$ cat src/rtl/mul_div_unit.sv
// rtl/mul_div_unit.sv - radix-2 iterative 16-bit multiplier/divider (optional signed mode: MUL_DIV_SIGNED_EN)
module mul_div_unit #(
    parameter int WIDTH = 16,
    parameter int CNT_W = 5
) (
    input  logic             clk,
    input  logic             rst,
    input  logic             start,
    input  logic             op,
    input  logic [WIDTH-1:0] a,
    input  logic [WIDTH-1:0] b,
`ifdef MUL_DIV_SIGNED_EN
    input  logic             signed_op,
`endif
    output logic             busy,
    output logic             done,
    output logic             load_lo,
    output logic             load_hi,
    output logic [WIDTH-1:0] result_lo,
    output logic [WIDTH-1:0] result_hi,
    output logic             div0
);

    typedef enum logic [1:0] {S_IDLE, S_RUN, S_DONE} state_t;

    state_t             state_q;
    logic [CNT_W-1:0]   cnt_q;
    logic               op_q;
    logic [WIDTH-1:0]   hi_q, lo_q, b_q;
    logic               busy_q, done_q, div0_q;
    logic [WIDTH-1:0]   res_lo_q, res_hi_q;
`ifdef MUL_DIV_SIGNED_EN
    logic               neg_lo_q, neg_hi_q;
    logic               a_neg, b_neg;
`endif

    logic [WIDTH-1:0]   a_mag, b_mag;
    logic [WIDTH:0]     mul_sum;
    logic [WIDTH:0]     r_shift;
    logic               div_ge;
    logic [WIDTH-1:0]   div_sub;
    logic [WIDTH-1:0]   hi_d, lo_d;
    logic               is_div0;
    logic [2*WIDTH-1:0] fin_d;

    // hi/lo double as {partial product, multiplier} or {remainder, quotient}
    always_comb begin
`ifdef MUL_DIV_SIGNED_EN
        a_neg = signed_op & a[WIDTH-1];
        b_neg = signed_op & b[WIDTH-1];
        a_mag = a_neg ? -a : a;
        b_mag = b_neg ? -b : b;
`else
        a_mag = a;
        b_mag = b;
`endif
        mul_sum = {1'b0, hi_q} + (lo_q[0] ? {1'b0, b_q} : {(WIDTH+1){1'b0}});
        r_shift = {hi_q, lo_q[WIDTH-1]};
        div_ge  = (r_shift >= {1'b0, b_q});
        div_sub = r_shift[WIDTH-1:0] - b_q;
        if (op_q) begin
            hi_d = div_ge ? div_sub : r_shift[WIDTH-1:0];
            lo_d = {lo_q[WIDTH-2:0], div_ge};
        end else begin
            hi_d = mul_sum[WIDTH:1];
            lo_d = {mul_sum[0], lo_q[WIDTH-1:1]};
        end
        is_div0 = op_q && (b_q == '0);
        fin_d   = {hi_d, lo_d};
`ifdef MUL_DIV_SIGNED_EN
        // sign fix-up on the final iteration keeps latency identical to unsigned
        if (op_q) begin
            fin_d[WIDTH-1:0]       = (neg_lo_q && !is_div0) ? -lo_d : lo_d;
            fin_d[2*WIDTH-1:WIDTH] = neg_hi_q ? -hi_d : hi_d;
        end else if (neg_lo_q) begin
            fin_d = -{hi_d, lo_d};
        end
`endif
    end

    always_ff @(posedge clk) begin
        if (!rst) begin
            state_q  <= S_IDLE;
            cnt_q    <= '0;
            op_q     <= 1'b0;
            hi_q     <= '0;
            lo_q     <= '0;
            b_q      <= '0;
            busy_q   <= 1'b0;
            done_q   <= 1'b0;
            div0_q   <= 1'b0;
            res_lo_q <= '0;
            res_hi_q <= '0;
`ifdef MUL_DIV_SIGNED_EN
            neg_lo_q <= 1'b0;
            neg_hi_q <= 1'b0;
`endif
        end else begin
            done_q <= 1'b0;
            case (state_q)
                S_IDLE: begin
                    if (start) begin
                        op_q    <= op;
                        hi_q    <= '0;
                        lo_q    <= a_mag;
                        b_q     <= b_mag;
                        cnt_q   <= '0;
                        busy_q  <= 1'b1;
                        div0_q  <= 1'b0;
                        state_q <= S_RUN;
`ifdef MUL_DIV_SIGNED_EN
                        neg_lo_q <= a_neg ^ b_neg;
                        neg_hi_q <= a_neg;
`endif
                    end
                end
                S_RUN: begin
                    hi_q <= hi_d;
                    lo_q <= lo_d;
                    if (cnt_q == CNT_W'(WIDTH - 1)) begin
                        res_lo_q <= fin_d[WIDTH-1:0];
                        res_hi_q <= fin_d[2*WIDTH-1:WIDTH];
                        div0_q   <= is_div0;
                        done_q   <= 1'b1;
                        busy_q   <= 1'b0;
                        state_q  <= S_DONE;
                    end else begin
                        cnt_q <= cnt_q + 1'b1;
                    end
                end
                S_DONE: begin
                    state_q <= S_IDLE;
                end
                default: begin
                    state_q <= S_IDLE;
                end
            endcase
        end
    end

    assign busy      = busy_q;
    assign done      = done_q;
    assign load_lo   = done_q;
    assign load_hi   = done_q;
    assign result_lo = res_lo_q;
    assign result_hi = res_hi_q;
    assign div0      = div0_q;

endmodule
$ cat config.mk
export PLATFORM = sky130hd
export DESIGN_NAME = mul_div_unit
export DESIGN_NICKNAME = d
export VERILOG_FILES = /design/src/rtl/mul_div_unit.sv
export SDC_FILE = /design/constraint.sdc
export NUM_CORES = 1
export LEC_CHECK = 0
export ABC_AREA = 1
export BUFFER_PORTS_ARGS = -buffer_cell sky130_fd_sc_hd__buf_4
export CORE_UTILIZATION = 25
export CTS_CLUSTER_DIAMETER = 150
export CTS_CLUSTER_SIZE = 25
export DETAILED_ROUTE_END_ITERATION = 16
export GPL_ROUTABILITY_DRIVEN = 0
export PLACE_DENSITY = 0.5
export RECOVER_POWER = 25
export SYNTH_ARGS = -nofsm -noshare
export SYNTH_HDL_FRONTEND = slang
export SYNTH_SLANG_ARGS = --single-unit
$ cat constraint.sdc
create_clock -name clk -period 4.8 [get_ports clk]
set_clock_uncertainty 0.2 [all_clocks]
set_input_delay 0 -clock clk [delete_from_list [all_inputs] [get_ports clk]]
set_output_delay 0 -clock clk [all_outputs]
set_load 0.01 [all_outputs]
==> results.cfg <==
[clocking]
cts_tree = yes
cts_max_level = 3
root_buffer = clkbuf_16
clock_sinks = 91
clk_pin_slew_ps = 70
cts_buffers = 9
post_cts_buffers = 0
clock_path_buffers = 2
cts.hold.buffers_added = 65
worstSkewPairLatency_ps = 350
ctsResizeCount = 0

[worst_setup_path]
cp_slowest_cell = dlygate4sd3_1
cpMostUsedCell = inv_1
cp_num_buf_inv = 6
r2r_cells = 10
crit_path_start_kind = flip-flop
cp.depth = 10
r2r_slack_ps = 1570
crit_start = state_q[1]
worstPathRequired_ps = 4900
worst_setup_path_end_kind = flip-flop
cp_slowest_stage_delay_ps = 560
critPathArrivalTime_ps = 3330
worstReg2RegEnd = lo_q[12]
crit_type = reg -> reg
cp_cell_sequence = inv_1, nand2_2, inv_2, nor2_1, buf_4, clkinv_1, o221ai_1, nand2_1, dlygate4sd3_1, inv_1
r2r_start = state_q[1]
setup.worst_path.end = lo_q[12]
cpLargestDelayFamily = buffers and inverters
cp_max_fo = 27

[grt]
grt_max_degree = 47
antenna_found_initial = 0
first_global_vias = 5873
grt_pass1_wl_um = 30900
grt-ovfl-total = 0
grt.total_usage_pct = 16.3

[finish]
drive_gt1_share_pct = 8.88
seqCellArea_um2 = 1820
syn_to_final_growth_pct = 27.0
num_antenna_cells = 0
n_fill_cell = 2523
postLayoutCellArea_um2 = 7500
multi_input_area_um2 = 3410
fin_nets = 1104

[detailed_routing]
first_iter_violations = 509
drt-total-wl_um = 19100
vias = 6109
vias_per_cell = 4.53
drcViolationCount = 0
routedWlPerCell_um = 14.2
ant_nets = 0
first_pass_iters = 5

[placed_design]
io_buffers = 72
dp_hpwl_um = 14500
preCtsSetupSlack_ps = 1950
placed_area_um2 = 6680

[yosys]
ys_ff_latch = 91
synth_top_area_share_pct = 30.8
syn_area_um2 = 5910
synth.area.top_cells = dfxtp_1 31%, nand2_1 20%, inv_1 8.0%
synth_edf_count = 0
avgSynthCellArea_um2 = 6.45
synth_top_cell_by_area = dfxtp_1
synth_common_cells = 307 x nand2_1, 126 x inv_1, 91 x dfxtp_1
yosysMostFrequentCell = nand2_1
ys.flop_type = dfxtp_1
ys_warn_count = 0
ys_types = 42
synth-seq-area-share_pct = 30.8
netlist_instances = 916
synth_fp_nets = 988
async_flop_share_pct = 0

[floorplanning]
start_util_pct = 25.8
fp.dieH_um = 156
die_width_um = 156
io_pins = 73
die-area_um2 = 24200
num_rows = 55
core_um2 = 22900

[timing]
worstMarginPinSlew_ps = 932
post-route-period-util_pct = 67.2
finalSetupViolCount = 0
period_minus_slack_ps = 3230
grt_setup_unrepaired = no
slew_headroom_pct = 37.8
max_freq_mhz = 310
maxSlewViolCount = 0
fin_ws_ps = 1570
tns_ps = 0
hold_viol = 0

[outcome]
status = completed

[worst_hold_path]
hp-class = in -> reg

[run]
drv_cap = 0

[power_and_ir_drop]
power.leakage_nw = 3.56
powerDensity_nw_per_um2 = 270
ir_drop_uv = 160
## sequential cells by signal, summed over array words and instances, names as in the netlist
name	count
b_q	16
busy	1
cnt_q	5
div0	1
done	1
hi_q	16
lo_q	16
op_q	1
result_hi	16
result_lo	16
state_q	2
## how the worst min path moves through the flow
stage	from	endpoint	slack [ps]	depth (start not counted)
2_1_floorplan	b[1]	b_q[1]	-60	2
3_3_place_gp	b[4]	b_q[4]	40	3
3_5_place_dp	b[3]	b_q[3]	40	3
4_1_cts	start	b_q[0]	70	6
5_1_grt	start	b_q[0]	170	6
6_report	start	b_q[0]	80	6
## cells in the final DEF (no fill, tap or decap), types with 2 or more instances in the layout
cell           synthesis  final
clkbuf_16              0      9
a21oi_2                4      4
nor2_2                 7      7
dfxtp_1               91     91
o221ai_1               8      8
inv_2                  3      3
ha_1                  34     34
xnor2_1                7      7
nor4_1                 3      3
clkbuf_1              15     32
xor2_1                 7      7
buf_4                  3     44
inv_1                126    126
clkinv_2               0      2
nand4_1               12     12
nor3_1                 4      4
nor2_1                31     31
o21ai_0               55     55
nand3_1               81     81
nand2_1              307    307
a31oi_1                2      2
o211ai_1               5      5
dlygate4sd3_1          0     65
o21bai_1               3      3
nand2_2               11     11
clkinv_4               0      2
a211oi_1               2      2
nand3b_1               4      4
a21oi_1               54     54
fa_1                   2      2
nand3_2                5      5
## tightest hold or removal path: cells and delay by family
kind            cells  cell delay (ps)
compound gates      1               50
buf+inv             2              310
simple gates        3              210
## power breakdown
part           internal, mW  switching [mW]
clock                 0.403           0.319
sequential            0.785          0.0267
combinational         0.188           0.305
## cell families (layout without fill, tap and decap cells)
| group | Yosys count | after routing | share of synthesized area (%) |
|---|---|---|---|
| flops | 91 | 91 | 30.8 |
| fa+ha+maj | 36 | 36 | 7.88 |
| buf+inv | 166 | 286 | 11.5 |
| xor+xnor | 14 | 14 | 2.08 |
| simple gates | 470 | 470 | 34.3 |
| compound gates | 138 | 138 | 13.3 |
| mux | 1 | 1 | 0.169 |
## stage by stage
stage	std cells	util (%)	total power, mW	hold WS (ps)
final	1349	32.7	2.03	75.6
after global routing	1349	32.7	2.14	167
after CTS	1349	33.3	2.04	65.0
after detailed placement	1269	29.1	1.27	39.7
after global placement	1269	29.1	1.27	37.0
after floorplan	916	-	1.15	-61.3
## layout make-up
type,count,area share [%]
well taps,313,5.22
flip-flops and latches,91,24.3
repair buffers,141,14.7
clock inverters,6,0.884
multi-input cells,659,45.4
clock buffers,9,3.00
inverters,130,6.51
## layer usage
metal | part of all wire, % | vias up | GRT usage [%] | wire (um)
met1 | 51 | 2791 | 23.5 | 9830
met3 | 4.2 | 16 | 2.69 | 796
li1 | - | 3175 | - | -
met5 | 0 | - | 0 | 0
met4 | 1.1 | 0 | 3.83 | 217
met2 | 43 | 127 | 25.0 | 8260
Note: power is estimated with default switching activity, not from simulation.
